**config.mk**
```make
export PLATFORM = sky130hd
export DESIGN_NAME = iob_axi_m_bridge_flat
export DESIGN_NICKNAME = d
export VERILOG_FILES = /design/src/rtl/iob_axi_m_bridge_if.sv /design/src/rtl/iob_axi_m_bridge.sv /design/src/flat_wrapper.sv
export SDC_FILE = /design/constraint.sdc
export NUM_CORES = 1
export LEC_CHECK = 0
export BUFFER_PORTS_ARGS = -buffer_cell sky130_fd_sc_hd__buf_2
export CORE_AREA = 2 2 128 130
export DETAILED_ROUTE_END_ITERATION = 12
export DIE_AREA = 0 0 130 132
export PLACE_DENSITY_LB_ADDON = 0.25
export SLEW_MARGIN = 20
export SYNTH_ARGS = -nofsm -noshare
export SYNTH_HDL_FRONTEND = slang
export SYNTH_SLANG_ARGS = --single-unit
```
**constraint.sdc**
```tcl
create_clock -name clk -period 7.2 [get_ports clk]
set_input_delay 2.16 -clock clk [delete_from_list [all_inputs] [get_ports clk]]
set_output_delay 2.16 -clock clk [all_outputs]
set_load 0.1 [all_outputs]
```
**src/rtl/iob_axi_m_bridge_if.sv**
```systemverilog
// iob_axi_m_bridge_if: native IOb request port plus the AXI4 master port of
// the bridge, bundled together. The master modport is the bridge's view
// (native slave, AXI master); the slave modport is the surrounding system.
interface iob_axi_m_bridge_if #(
    parameter int ADDR_W   = 30,
    parameter int DATA_W   = 32,
    parameter int AXI_ID_W = 1
);
    // native side
    logic                req_valid;
    logic [ADDR_W-1:0]   req_addr;
    logic [DATA_W-1:0]   req_wdata;
    logic [3:0]          req_wstrb;
    logic [DATA_W-1:0]   req_rdata;
    logic                req_ready;
    logic                err;
    logic [ADDR_W-1:0]   err_addr;

    // AXI write address
    logic [AXI_ID_W-1:0] m_axi_awid;
    logic [ADDR_W-1:0]   m_axi_awaddr;
    logic [7:0]          m_axi_awlen;
    logic [2:0]          m_axi_awsize;
    logic [1:0]          m_axi_awburst;
    logic                m_axi_awlock;
    logic [3:0]          m_axi_awcache;
    logic [2:0]          m_axi_awprot;
    logic [3:0]          m_axi_awqos;
    logic                m_axi_awvalid;
    logic                m_axi_awready;

    // AXI write data / response
    logic [DATA_W-1:0]   m_axi_wdata;
    logic [3:0]          m_axi_wstrb;
    logic                m_axi_wlast;
    logic                m_axi_wvalid;
    logic                m_axi_wready;
    logic [1:0]          m_axi_bresp;
    logic                m_axi_bvalid;
    logic                m_axi_bready;

    // AXI read address
    logic [AXI_ID_W-1:0] m_axi_arid;
    logic [ADDR_W-1:0]   m_axi_araddr;
    logic [7:0]          m_axi_arlen;
    logic [2:0]          m_axi_arsize;
    logic [1:0]          m_axi_arburst;
    logic                m_axi_arlock;
    logic [3:0]          m_axi_arcache;
    logic [2:0]          m_axi_arprot;
    logic [3:0]          m_axi_arqos;
    logic                m_axi_arvalid;
    logic                m_axi_arready;

    // AXI read data
    logic [DATA_W-1:0]   m_axi_rdata;
    logic [1:0]          m_axi_rresp;
    logic                m_axi_rlast;
    logic                m_axi_rvalid;
    logic                m_axi_rready;

    modport master (
        input  req_valid, req_addr, req_wdata, req_wstrb,
        output req_rdata, req_ready, err, err_addr,
        output m_axi_awid, m_axi_awaddr, m_axi_awlen, m_axi_awsize, m_axi_awburst,
               m_axi_awlock, m_axi_awcache, m_axi_awprot, m_axi_awqos, m_axi_awvalid,
        input  m_axi_awready,
        output m_axi_wdata, m_axi_wstrb, m_axi_wlast, m_axi_wvalid,
        input  m_axi_wready,
        input  m_axi_bresp, m_axi_bvalid,
        output m_axi_bready,
        output m_axi_arid, m_axi_araddr, m_axi_arlen, m_axi_arsize, m_axi_arburst,
               m_axi_arlock, m_axi_arcache, m_axi_arprot, m_axi_arqos, m_axi_arvalid,
        input  m_axi_arready,
        input  m_axi_rdata, m_axi_rresp, m_axi_rlast, m_axi_rvalid,
        output m_axi_rready
    );

    modport slave (
        output req_valid, req_addr, req_wdata, req_wstrb,
        input  req_rdata, req_ready, err, err_addr,
        input  m_axi_awid, m_axi_awaddr, m_axi_awlen, m_axi_awsize, m_axi_awburst,
               m_axi_awlock, m_axi_awcache, m_axi_awprot, m_axi_awqos, m_axi_awvalid,
        output m_axi_awready,
        input  m_axi_wdata, m_axi_wstrb, m_axi_wlast, m_axi_wvalid,
        output m_axi_wready,
        output m_axi_bresp, m_axi_bvalid,
        input  m_axi_bready,
        input  m_axi_arid, m_axi_araddr, m_axi_arlen, m_axi_arsize, m_axi_arburst,
               m_axi_arlock, m_axi_arcache, m_axi_arprot, m_axi_arqos, m_axi_arvalid,
        output m_axi_arready,
        output m_axi_rdata, m_axi_rresp, m_axi_rlast, m_axi_rvalid,
        input  m_axi_rready
    );
endinterface

```
**src/rtl/iob_axi_m_bridge.sv**
```systemverilog
// iob_axi_m_bridge: turns single-word native requests into single-beat AXI4
// transactions, one in flight at a time. Optional error capture (sticky err
// flag plus first failing address) is built when IOB_AXI_BRIDGE_ERR_EN is
// defined; otherwise err/err_addr stay 0 and responses are ignored.
module iob_axi_m_bridge #(
    parameter int ADDR_W   = 30,
    parameter int DATA_W   = 32,
    parameter int AXI_ID_W = 1,
    parameter int AXI_ID   = 0
) (
    input logic                clk,
    input logic                rst,
    iob_axi_m_bridge_if.master bus
);
    typedef enum logic [2:0] {IDLE, WRITE, WRESP, READ, RDATA, DONE} state_t;

    state_t              state_reg, state_next;
    logic [ADDR_W-3:0]   addr_reg, addr_next;        // word address
    logic [DATA_W-1:0]   wdata_reg, wdata_next;
    logic [3:0]          wstrb_reg, wstrb_next;
    logic                awvalid_reg, awvalid_next;
    logic                wvalid_reg, wvalid_next;
    logic                arvalid_reg, arvalid_next;
    logic                req_ready_reg, req_ready_next;
    logic [DATA_W-1:0]   rdata_reg, rdata_next;
    logic                err_reg, err_next;
    logic [ADDR_W-1:0]   err_addr_reg, err_addr_next;
    logic                resp_bad;
    logic                unused_bits;

    // State and all registered outputs; reset aborts any transaction at once.
    always_ff @(posedge clk or posedge rst) begin
        if (rst) begin
            state_reg     <= IDLE;
            addr_reg      <= '0;
            wdata_reg     <= '0;
            wstrb_reg     <= '0;
            awvalid_reg   <= 1'b0;
            wvalid_reg    <= 1'b0;
            arvalid_reg   <= 1'b0;
            req_ready_reg <= 1'b0;
            rdata_reg     <= '0;
            err_reg       <= 1'b0;
            err_addr_reg  <= '0;
        end else begin
            state_reg     <= state_next;
            addr_reg      <= addr_next;
            wdata_reg     <= wdata_next;
            wstrb_reg     <= wstrb_next;
            awvalid_reg   <= awvalid_next;
            wvalid_reg    <= wvalid_next;
            arvalid_reg   <= arvalid_next;
            req_ready_reg <= req_ready_next;
            rdata_reg     <= rdata_next;
            err_reg       <= err_next;
            err_addr_reg  <= err_addr_next;
        end
    end

    // Next-state and next-output decode. Each AXI valid is cleared after its
    // own handshake, so a low valid in WRITE means that channel is finished.
    always_comb begin
        state_next     = state_reg;
        addr_next      = addr_reg;
        wdata_next     = wdata_reg;
        wstrb_next     = wstrb_reg;
        awvalid_next   = awvalid_reg;
        wvalid_next    = wvalid_reg;
        arvalid_next   = arvalid_reg;
        req_ready_next = 1'b0;
        rdata_next     = rdata_reg;
        err_next       = err_reg;
        err_addr_next  = err_addr_reg;
        resp_bad       = 1'b0;
        case (state_reg)
            IDLE: begin
                if (bus.req_valid) begin
                    addr_next  = bus.req_addr[ADDR_W-1:2];
                    wdata_next = bus.req_wdata;
                    wstrb_next = bus.req_wstrb;
                    if (bus.req_wstrb != 4'b0000) begin
                        state_next   = WRITE;
                        awvalid_next = 1'b1;
                        wvalid_next  = 1'b1;
                    end else begin
                        state_next   = READ;
                        arvalid_next = 1'b1;
                    end
                end
            end
            WRITE: begin
                if (awvalid_reg && bus.m_axi_awready) awvalid_next = 1'b0;
                if (wvalid_reg && bus.m_axi_wready)   wvalid_next  = 1'b0;
                if (!awvalid_next && !wvalid_next)    state_next   = WRESP;
            end
            WRESP: begin
                if (bus.m_axi_bvalid) begin
                    state_next     = DONE;
                    req_ready_next = 1'b1;
                    resp_bad       = (bus.m_axi_bresp != 2'b00);
                end
            end
            READ: begin
                if (bus.m_axi_arready) begin
                    arvalid_next = 1'b0;
                    state_next   = RDATA;
                end
            end
            RDATA: begin
                if (bus.m_axi_rvalid) begin
                    rdata_next     = bus.m_axi_rdata;
                    state_next     = DONE;
                    req_ready_next = 1'b1;
                    resp_bad       = (bus.m_axi_rresp != 2'b00);
                end
            end
            DONE: begin
                // req_valid is deliberately not looked at here
                state_next = IDLE;
            end
            default: begin
                state_next = IDLE;
            end
        endcase
`ifdef IOB_AXI_BRIDGE_ERR_EN
        if (resp_bad && !err_reg) begin
            err_next      = 1'b1;
            err_addr_next = {addr_reg, 2'b00};
        end
`endif
    end

`ifdef IOB_AXI_BRIDGE_ERR_EN
    assign unused_bits = ^{bus.m_axi_rlast, bus.req_addr[1:0]};
`else
    assign unused_bits = ^{bus.m_axi_rlast, bus.req_addr[1:0], resp_bad};
`endif

    // constant AXI attributes: single 32-bit INCR beat, modifiable/bufferable
    assign bus.m_axi_awid    = AXI_ID_W'(AXI_ID);
    assign bus.m_axi_awaddr  = {addr_reg, 2'b00};
    assign bus.m_axi_awlen   = 8'd0;
    assign bus.m_axi_awsize  = 3'd2;
    assign bus.m_axi_awburst = 2'b01;
    assign bus.m_axi_awlock  = 1'b0;
    assign bus.m_axi_awcache = 4'b0011;
    assign bus.m_axi_awprot  = 3'b010;
    assign bus.m_axi_awqos   = 4'd0;
    assign bus.m_axi_awvalid = awvalid_reg;

    assign bus.m_axi_wdata   = wdata_reg;
    assign bus.m_axi_wstrb   = wstrb_reg;
    assign bus.m_axi_wlast   = 1'b1;
    assign bus.m_axi_wvalid  = wvalid_reg;
    assign bus.m_axi_bready  = (state_reg == WRESP);

    assign bus.m_axi_arid    = AXI_ID_W'(AXI_ID);
    assign bus.m_axi_araddr  = {addr_reg, 2'b00};
    assign bus.m_axi_arlen   = 8'd0;
    assign bus.m_axi_arsize  = 3'd2;
    assign bus.m_axi_arburst = 2'b01;
    assign bus.m_axi_arlock  = 1'b0;
    assign bus.m_axi_arcache = 4'b0011;
    assign bus.m_axi_arprot  = 3'b010;
    assign bus.m_axi_arqos   = 4'd0;
    assign bus.m_axi_arvalid = arvalid_reg;
    assign bus.m_axi_rready  = (state_reg == RDATA);

    assign bus.req_rdata     = rdata_reg;
    assign bus.req_ready     = req_ready_reg;
    assign bus.err           = err_reg;
    assign bus.err_addr      = err_addr_reg;
endmodule

```
**src/flat_wrapper.sv**
```systemverilog
// flat-port wrapper written by rule: the top's interface ports become plain ports
module iob_axi_m_bridge_flat 
#(
    parameter int ADDR_W   = 30,
    parameter int DATA_W   = 32,
    parameter int AXI_ID_W = 1,
    parameter int AXI_ID   = 0
)
  (clk, rst, bus_req_valid, bus_req_addr, bus_req_wdata, bus_req_wstrb, bus_req_rdata, bus_req_ready, bus_err, bus_err_addr, bus_m_axi_awid, bus_m_axi_awaddr, bus_m_axi_awlen, bus_m_axi_awsize, bus_m_axi_awburst, bus_m_axi_awlock, bus_m_axi_awcache, bus_m_axi_awprot, bus_m_axi_awqos, bus_m_axi_awvalid, bus_m_axi_awready, bus_m_axi_wdata, bus_m_axi_wstrb, bus_m_axi_wlast, bus_m_axi_wvalid, bus_m_axi_wready, bus_m_axi_bresp, bus_m_axi_bvalid, bus_m_axi_bready, bus_m_axi_arid, bus_m_axi_araddr, bus_m_axi_arlen, bus_m_axi_arsize, bus_m_axi_arburst, bus_m_axi_arlock, bus_m_axi_arcache, bus_m_axi_arprot, bus_m_axi_arqos, bus_m_axi_arvalid, bus_m_axi_arready, bus_m_axi_rdata, bus_m_axi_rresp, bus_m_axi_rlast, bus_m_axi_rvalid, bus_m_axi_rready);
  iob_axi_m_bridge_if #(.ADDR_W(ADDR_W), .DATA_W(DATA_W), .AXI_ID_W(AXI_ID_W)) bus_i ();
  input logic clk;
  input logic rst;
  input wire logic [$bits(bus_i.req_valid)-1:0] bus_req_valid;
  input wire logic [$bits(bus_i.req_addr)-1:0] bus_req_addr;
  input wire logic [$bits(bus_i.req_wdata)-1:0] bus_req_wdata;
  input wire logic [$bits(bus_i.req_wstrb)-1:0] bus_req_wstrb;
  output wire logic [$bits(bus_i.req_rdata)-1:0] bus_req_rdata;
  output wire logic [$bits(bus_i.req_ready)-1:0] bus_req_ready;
  output wire logic [$bits(bus_i.err)-1:0] bus_err;
  output wire logic [$bits(bus_i.err_addr)-1:0] bus_err_addr;
  output wire logic [$bits(bus_i.m_axi_awid)-1:0] bus_m_axi_awid;
  output wire logic [$bits(bus_i.m_axi_awaddr)-1:0] bus_m_axi_awaddr;
  output wire logic [$bits(bus_i.m_axi_awlen)-1:0] bus_m_axi_awlen;
  output wire logic [$bits(bus_i.m_axi_awsize)-1:0] bus_m_axi_awsize;
  output wire logic [$bits(bus_i.m_axi_awburst)-1:0] bus_m_axi_awburst;
  output wire logic [$bits(bus_i.m_axi_awlock)-1:0] bus_m_axi_awlock;
  output wire logic [$bits(bus_i.m_axi_awcache)-1:0] bus_m_axi_awcache;
  output wire logic [$bits(bus_i.m_axi_awprot)-1:0] bus_m_axi_awprot;
  output wire logic [$bits(bus_i.m_axi_awqos)-1:0] bus_m_axi_awqos;
  output wire logic [$bits(bus_i.m_axi_awvalid)-1:0] bus_m_axi_awvalid;
  input wire logic [$bits(bus_i.m_axi_awready)-1:0] bus_m_axi_awready;
  output wire logic [$bits(bus_i.m_axi_wdata)-1:0] bus_m_axi_wdata;
  output wire logic [$bits(bus_i.m_axi_wstrb)-1:0] bus_m_axi_wstrb;
  output wire logic [$bits(bus_i.m_axi_wlast)-1:0] bus_m_axi_wlast;
  output wire logic [$bits(bus_i.m_axi_wvalid)-1:0] bus_m_axi_wvalid;
  input wire logic [$bits(bus_i.m_axi_wready)-1:0] bus_m_axi_wready;
  input wire logic [$bits(bus_i.m_axi_bresp)-1:0] bus_m_axi_bresp;
  input wire logic [$bits(bus_i.m_axi_bvalid)-1:0] bus_m_axi_bvalid;
  output wire logic [$bits(bus_i.m_axi_bready)-1:0] bus_m_axi_bready;
  output wire logic [$bits(bus_i.m_axi_arid)-1:0] bus_m_axi_arid;
  output wire logic [$bits(bus_i.m_axi_araddr)-1:0] bus_m_axi_araddr;
  output wire logic [$bits(bus_i.m_axi_arlen)-1:0] bus_m_axi_arlen;
  output wire logic [$bits(bus_i.m_axi_arsize)-1:0] bus_m_axi_arsize;
  output wire logic [$bits(bus_i.m_axi_arburst)-1:0] bus_m_axi_arburst;
  output wire logic [$bits(bus_i.m_axi_arlock)-1:0] bus_m_axi_arlock;
  output wire logic [$bits(bus_i.m_axi_arcache)-1:0] bus_m_axi_arcache;
  output wire logic [$bits(bus_i.m_axi_arprot)-1:0] bus_m_axi_arprot;
  output wire logic [$bits(bus_i.m_axi_arqos)-1:0] bus_m_axi_arqos;
  output wire logic [$bits(bus_i.m_axi_arvalid)-1:0] bus_m_axi_arvalid;
  input wire logic [$bits(bus_i.m_axi_arready)-1:0] bus_m_axi_arready;
  input wire logic [$bits(bus_i.m_axi_rdata)-1:0] bus_m_axi_rdata;
  input wire logic [$bits(bus_i.m_axi_rresp)-1:0] bus_m_axi_rresp;
  input wire logic [$bits(bus_i.m_axi_rlast)-1:0] bus_m_axi_rlast;
  input wire logic [$bits(bus_i.m_axi_rvalid)-1:0] bus_m_axi_rvalid;
  output wire logic [$bits(bus_i.m_axi_rready)-1:0] bus_m_axi_rready;
  assign bus_i.req_valid = bus_req_valid;
  assign bus_i.req_addr = bus_req_addr;
  assign bus_i.req_wdata = bus_req_wdata;
  assign bus_i.req_wstrb = bus_req_wstrb;
  assign bus_req_rdata = bus_i.req_rdata;
  assign bus_req_ready = bus_i.req_ready;
  assign bus_err = bus_i.err;
  assign bus_err_addr = bus_i.err_addr;
  assign bus_m_axi_awid = bus_i.m_axi_awid;
  assign bus_m_axi_awaddr = bus_i.m_axi_awaddr;
  assign bus_m_axi_awlen = bus_i.m_axi_awlen;
  assign bus_m_axi_awsize = bus_i.m_axi_awsize;
  assign bus_m_axi_awburst = bus_i.m_axi_awburst;
  assign bus_m_axi_awlock = bus_i.m_axi_awlock;
  assign bus_m_axi_awcache = bus_i.m_axi_awcache;
  assign bus_m_axi_awprot = bus_i.m_axi_awprot;
  assign bus_m_axi_awqos = bus_i.m_axi_awqos;
  assign bus_m_axi_awvalid = bus_i.m_axi_awvalid;
  assign bus_i.m_axi_awready = bus_m_axi_awready;
  assign bus_m_axi_wdata = bus_i.m_axi_wdata;
  assign bus_m_axi_wstrb = bus_i.m_axi_wstrb;
  assign bus_m_axi_wlast = bus_i.m_axi_wlast;
  assign bus_m_axi_wvalid = bus_i.m_axi_wvalid;
  assign bus_i.m_axi_wready = bus_m_axi_wready;
  assign bus_i.m_axi_bresp = bus_m_axi_bresp;
  assign bus_i.m_axi_bvalid = bus_m_axi_bvalid;
  assign bus_m_axi_bready = bus_i.m_axi_bready;
  assign bus_m_axi_arid = bus_i.m_axi_arid;
  assign bus_m_axi_araddr = bus_i.m_axi_araddr;
  assign bus_m_axi_arlen = bus_i.m_axi_arlen;
  assign bus_m_axi_arsize = bus_i.m_axi_arsize;
  assign bus_m_axi_arburst = bus_i.m_axi_arburst;
  assign bus_m_axi_arlock = bus_i.m_axi_arlock;
  assign bus_m_axi_arcache = bus_i.m_axi_arcache;
  assign bus_m_axi_arprot = bus_i.m_axi_arprot;
  assign bus_m_axi_arqos = bus_i.m_axi_arqos;
  assign bus_m_axi_arvalid = bus_i.m_axi_arvalid;
  assign bus_i.m_axi_arready = bus_m_axi_arready;
  assign bus_i.m_axi_rdata = bus_m_axi_rdata;
  assign bus_i.m_axi_rresp = bus_m_axi_rresp;
  assign bus_i.m_axi_rlast = bus_m_axi_rlast;
  assign bus_i.m_axi_rvalid = bus_m_axi_rvalid;
  assign bus_m_axi_rready = bus_i.m_axi_rready;
  iob_axi_m_bridge #(.ADDR_W(ADDR_W), .DATA_W(DATA_W), .AXI_ID_W(AXI_ID_W), .AXI_ID(AXI_ID)) u_core (.clk(clk), .rst(rst), .bus(bus_i));
endmodule
```
==> metrics.csv <==
stage,metric,value,unit
die,rows,46,
route,drc,0,
route,drt-initial-drc-count,54,
global_routing,grt_pass1_vias,3291,
die,die_y,132,microns
timing,rsz0062_at_grt,no,
route,dr.pass1.iters,4,
global_routing,globalRouteTotalUtil,0.129,
worst_setup_path,crit_path_start_kind,flip-flop,
timing,slew_violations,0,
route,vias,3210,
die,ioPinCount,329,
flow_run,maxCapViolCount,0,
worst_setup_path,crit_required,5040,ps
die,die_area,17200,sq um
synth,synth_cells,373,
min_path,hold_class,flip-flop to flip-flop,
synth,netlist_area,4910,sq um
global_routing,grt_first_pass_wirelength,17200,microns
final_layout,fin_nets,688,
worst_setup_path,reg2reg_depth,6,
worst_setup_path,reg2reg_slack,4820,ps
route,wl,11100,microns
timing,tns,0,ps
die,initial_core_util,0.313,
final_layout,diodes,0,
final_layout,synthToLayoutAreaGrowth,22.5,%
synth,yosysWarnings,0,
clocking,cts_sinks,103,
min_path,worstHoldStart,u_core.bus.req_rdata[8],
clocking,cts-resized-gates,0,
placement,dp_hpwl,8680,microns
worst_setup_path,end_kind,output port,
synth,synth_cell_types,30,
global_routing,overflow,0,
clocking,cts.clk_slew.worst_paths,80,ps
final_layout,final_cell_mix,"233 x buf_2, 103 x dfrtp_1, 90 x mux2_2",
die,die_w,130,microns
clocking,clk_path_buf_depth,2,
route,wl_per_cell,13.9,microns
worst_setup_path,cp.arrival,1730,ps
clocking,cts_setup_buffers,0,
clocking,numCtsBuffers,9,
timing,fin_skew,9.26,ps
timing,fin_crit,3890,ps
timing,relSlewSlack,0.398,
timing,hold_viol_final,0,
placement,gp_congestion,0.700,
clocking,cts_max_level,3,
final_layout,layout_commonest_cell,buf_2,
timing,tightestPinTransition,900,ps
die,floorplan.core_area,15700,sq um
clocking,cts_tree,yes,
route,viasPerCell,4.02,
timing,setup_violations,0,
synth,ys_seq_elements,103,
worst_setup_path,crit_path_max_fanout,13,
clocking,clk_latency,340,ps
timing,post-route-period-util,0.541,
route,postRouteAntennaNets,0,
synth,syn-mean-instance-area,13.2,sq um
worst_setup_path,crit_type,flip-flop to output port,
final_layout,drive_gt1_frac,0.600,
global_routing,antenna_found_initial,1,
worst_setup_path,timing.rr.start,u_core.state_reg[1],
placement,io_buffers,233,
worst_setup_path,r2r-end,u_core.addr_reg[23],
clocking,holdBufCountCts,0,
synth,ys_seq_area_frac,0.525,
clocking,cts-root-buf,clkbuf_16,
timing,clock.fmax,257,MHz
min_path,min_path_cells,1,
global_routing,grt_max_degree,58,
outcome,status,"finished, final reports clean",
min_path,whs_endpoint,u_core.bus.req_rdata[8],
[area by class of cell]
class | count | area, sq um
Fill cell | 1601 | 9700
Sequential cell | 103 | 2580
Multi-Input combinational cell | 224 | 1670
Timing Repair Buffer | 236 | 1200
Tap cell | 216 | 270
Clock buffer | 9 | 225
Clock inverter | 7 | 57.6
Inverter | 3 | 13.8
[metrics by stage]
stage	hold slack (ps)	utilization	instances	worst slack [ps]	area [sq um]
final	487	0.383	798	3310	6020
after floorplan	628	-	459	2340	5230
after detailed placement	469	0.364	781	2860	5710
after global placement	469	0.364	781	2920	5710
after CTS	486	0.382	797	3230	6000
after global routing	506	0.383	798	3170	6020
[synth_stat cells (all sizes together)]
| cell | instances | share of area |
|---|---|---|
| clkbuf | 1 | 0.00076 |
| a31oi | 2 | 0.0025 |
| o211a | 1 | 0.0020 |
| conb | 2 | 0.0015 |
| a31o | 1 | 0.0018 |
| dfrtp | 103 | 0.52 |
| nor2b | 2 | 0.0025 |
| o41ai | 1 | 0.0033 |
| nand2 | 8 | 0.0061 |
| nor4b | 1 | 0.0018 |
| o22a | 1 | 0.0018 |
| a32oi | 1 | 0.0018 |
| buf | 128 | 0.20 |
| nand3b | 1 | 0.0015 |
| o21ai | 5 | 0.0051 |
| a21o | 1 | 0.0015 |
| nor2 | 7 | 0.0084 |
| nor4 | 1 | 0.0013 |
| inv | 3 | 0.0023 |
| nand2b | 1 | 0.0013 |
| or2 | 2 | 0.0031 |
| or3 | 1 | 0.0013 |
| o31ai | 2 | 0.0031 |
| a21oi | 1 | 0.0010 |
| mux2 | 96 | 0.22 |
[critical path, cell delays in order, from the launching register on]
cell,delay [ps]
dfrtp_1,540
nor2_1,200
nand2_1,130
inv_1,80
buf_2,430
[metal layers]
| metal | global-route usage | vias to the layer above | part of all wire | wire length (microns) |
|---|---|---|---|---|
| li1 | - | 1460 | - | - |
| met1 | 0.139 | 1557 | 0.37 | 4060 |
| met2 | 0.228 | 181 | 0.52 | 5750 |
| met3 | 0.0568 | 10 | 0.10 | 1130 |
| met4 | 0.0364 | 2 | 0.012 | 130 |
| met5 | 0 | - | 0.0012 | 13 |
[kinds of logic (layout without fill, tap and decap cells)]
family	after synthesis	in the layout	share of synthesized area
simple gates	24	24	0.0273
mux	96	96	0.220
flops	103	103	0.525
compound gates	16	16	0.0239
other cells	2	88	0.00153
buf+inv	132	255	0.202
[worst max path at each step]
stage	start	endpoint	slack (ps)	cells after the start
floorplan	rst	u_core.addr_reg[0]	2340	1
global placement	bus_req_valid	u_core.bus.m_axi_wstrb[2]	2920	5
detailed placement	bus_req_valid	u_core.bus.m_axi_wdata[13]	2860	5
CTS	bus_req_valid	u_core.addr_reg[23]	3230	5
global route	u_core.state_reg[0]	bus_m_axi_rready	3170	4
finish	u_core.state_reg[0]	bus_m_axi_rready	3310	4
Power is left out: the tool's default activity adds up to more than one toggle a clock period on the data nets, which glitch-free logic cannot reach.
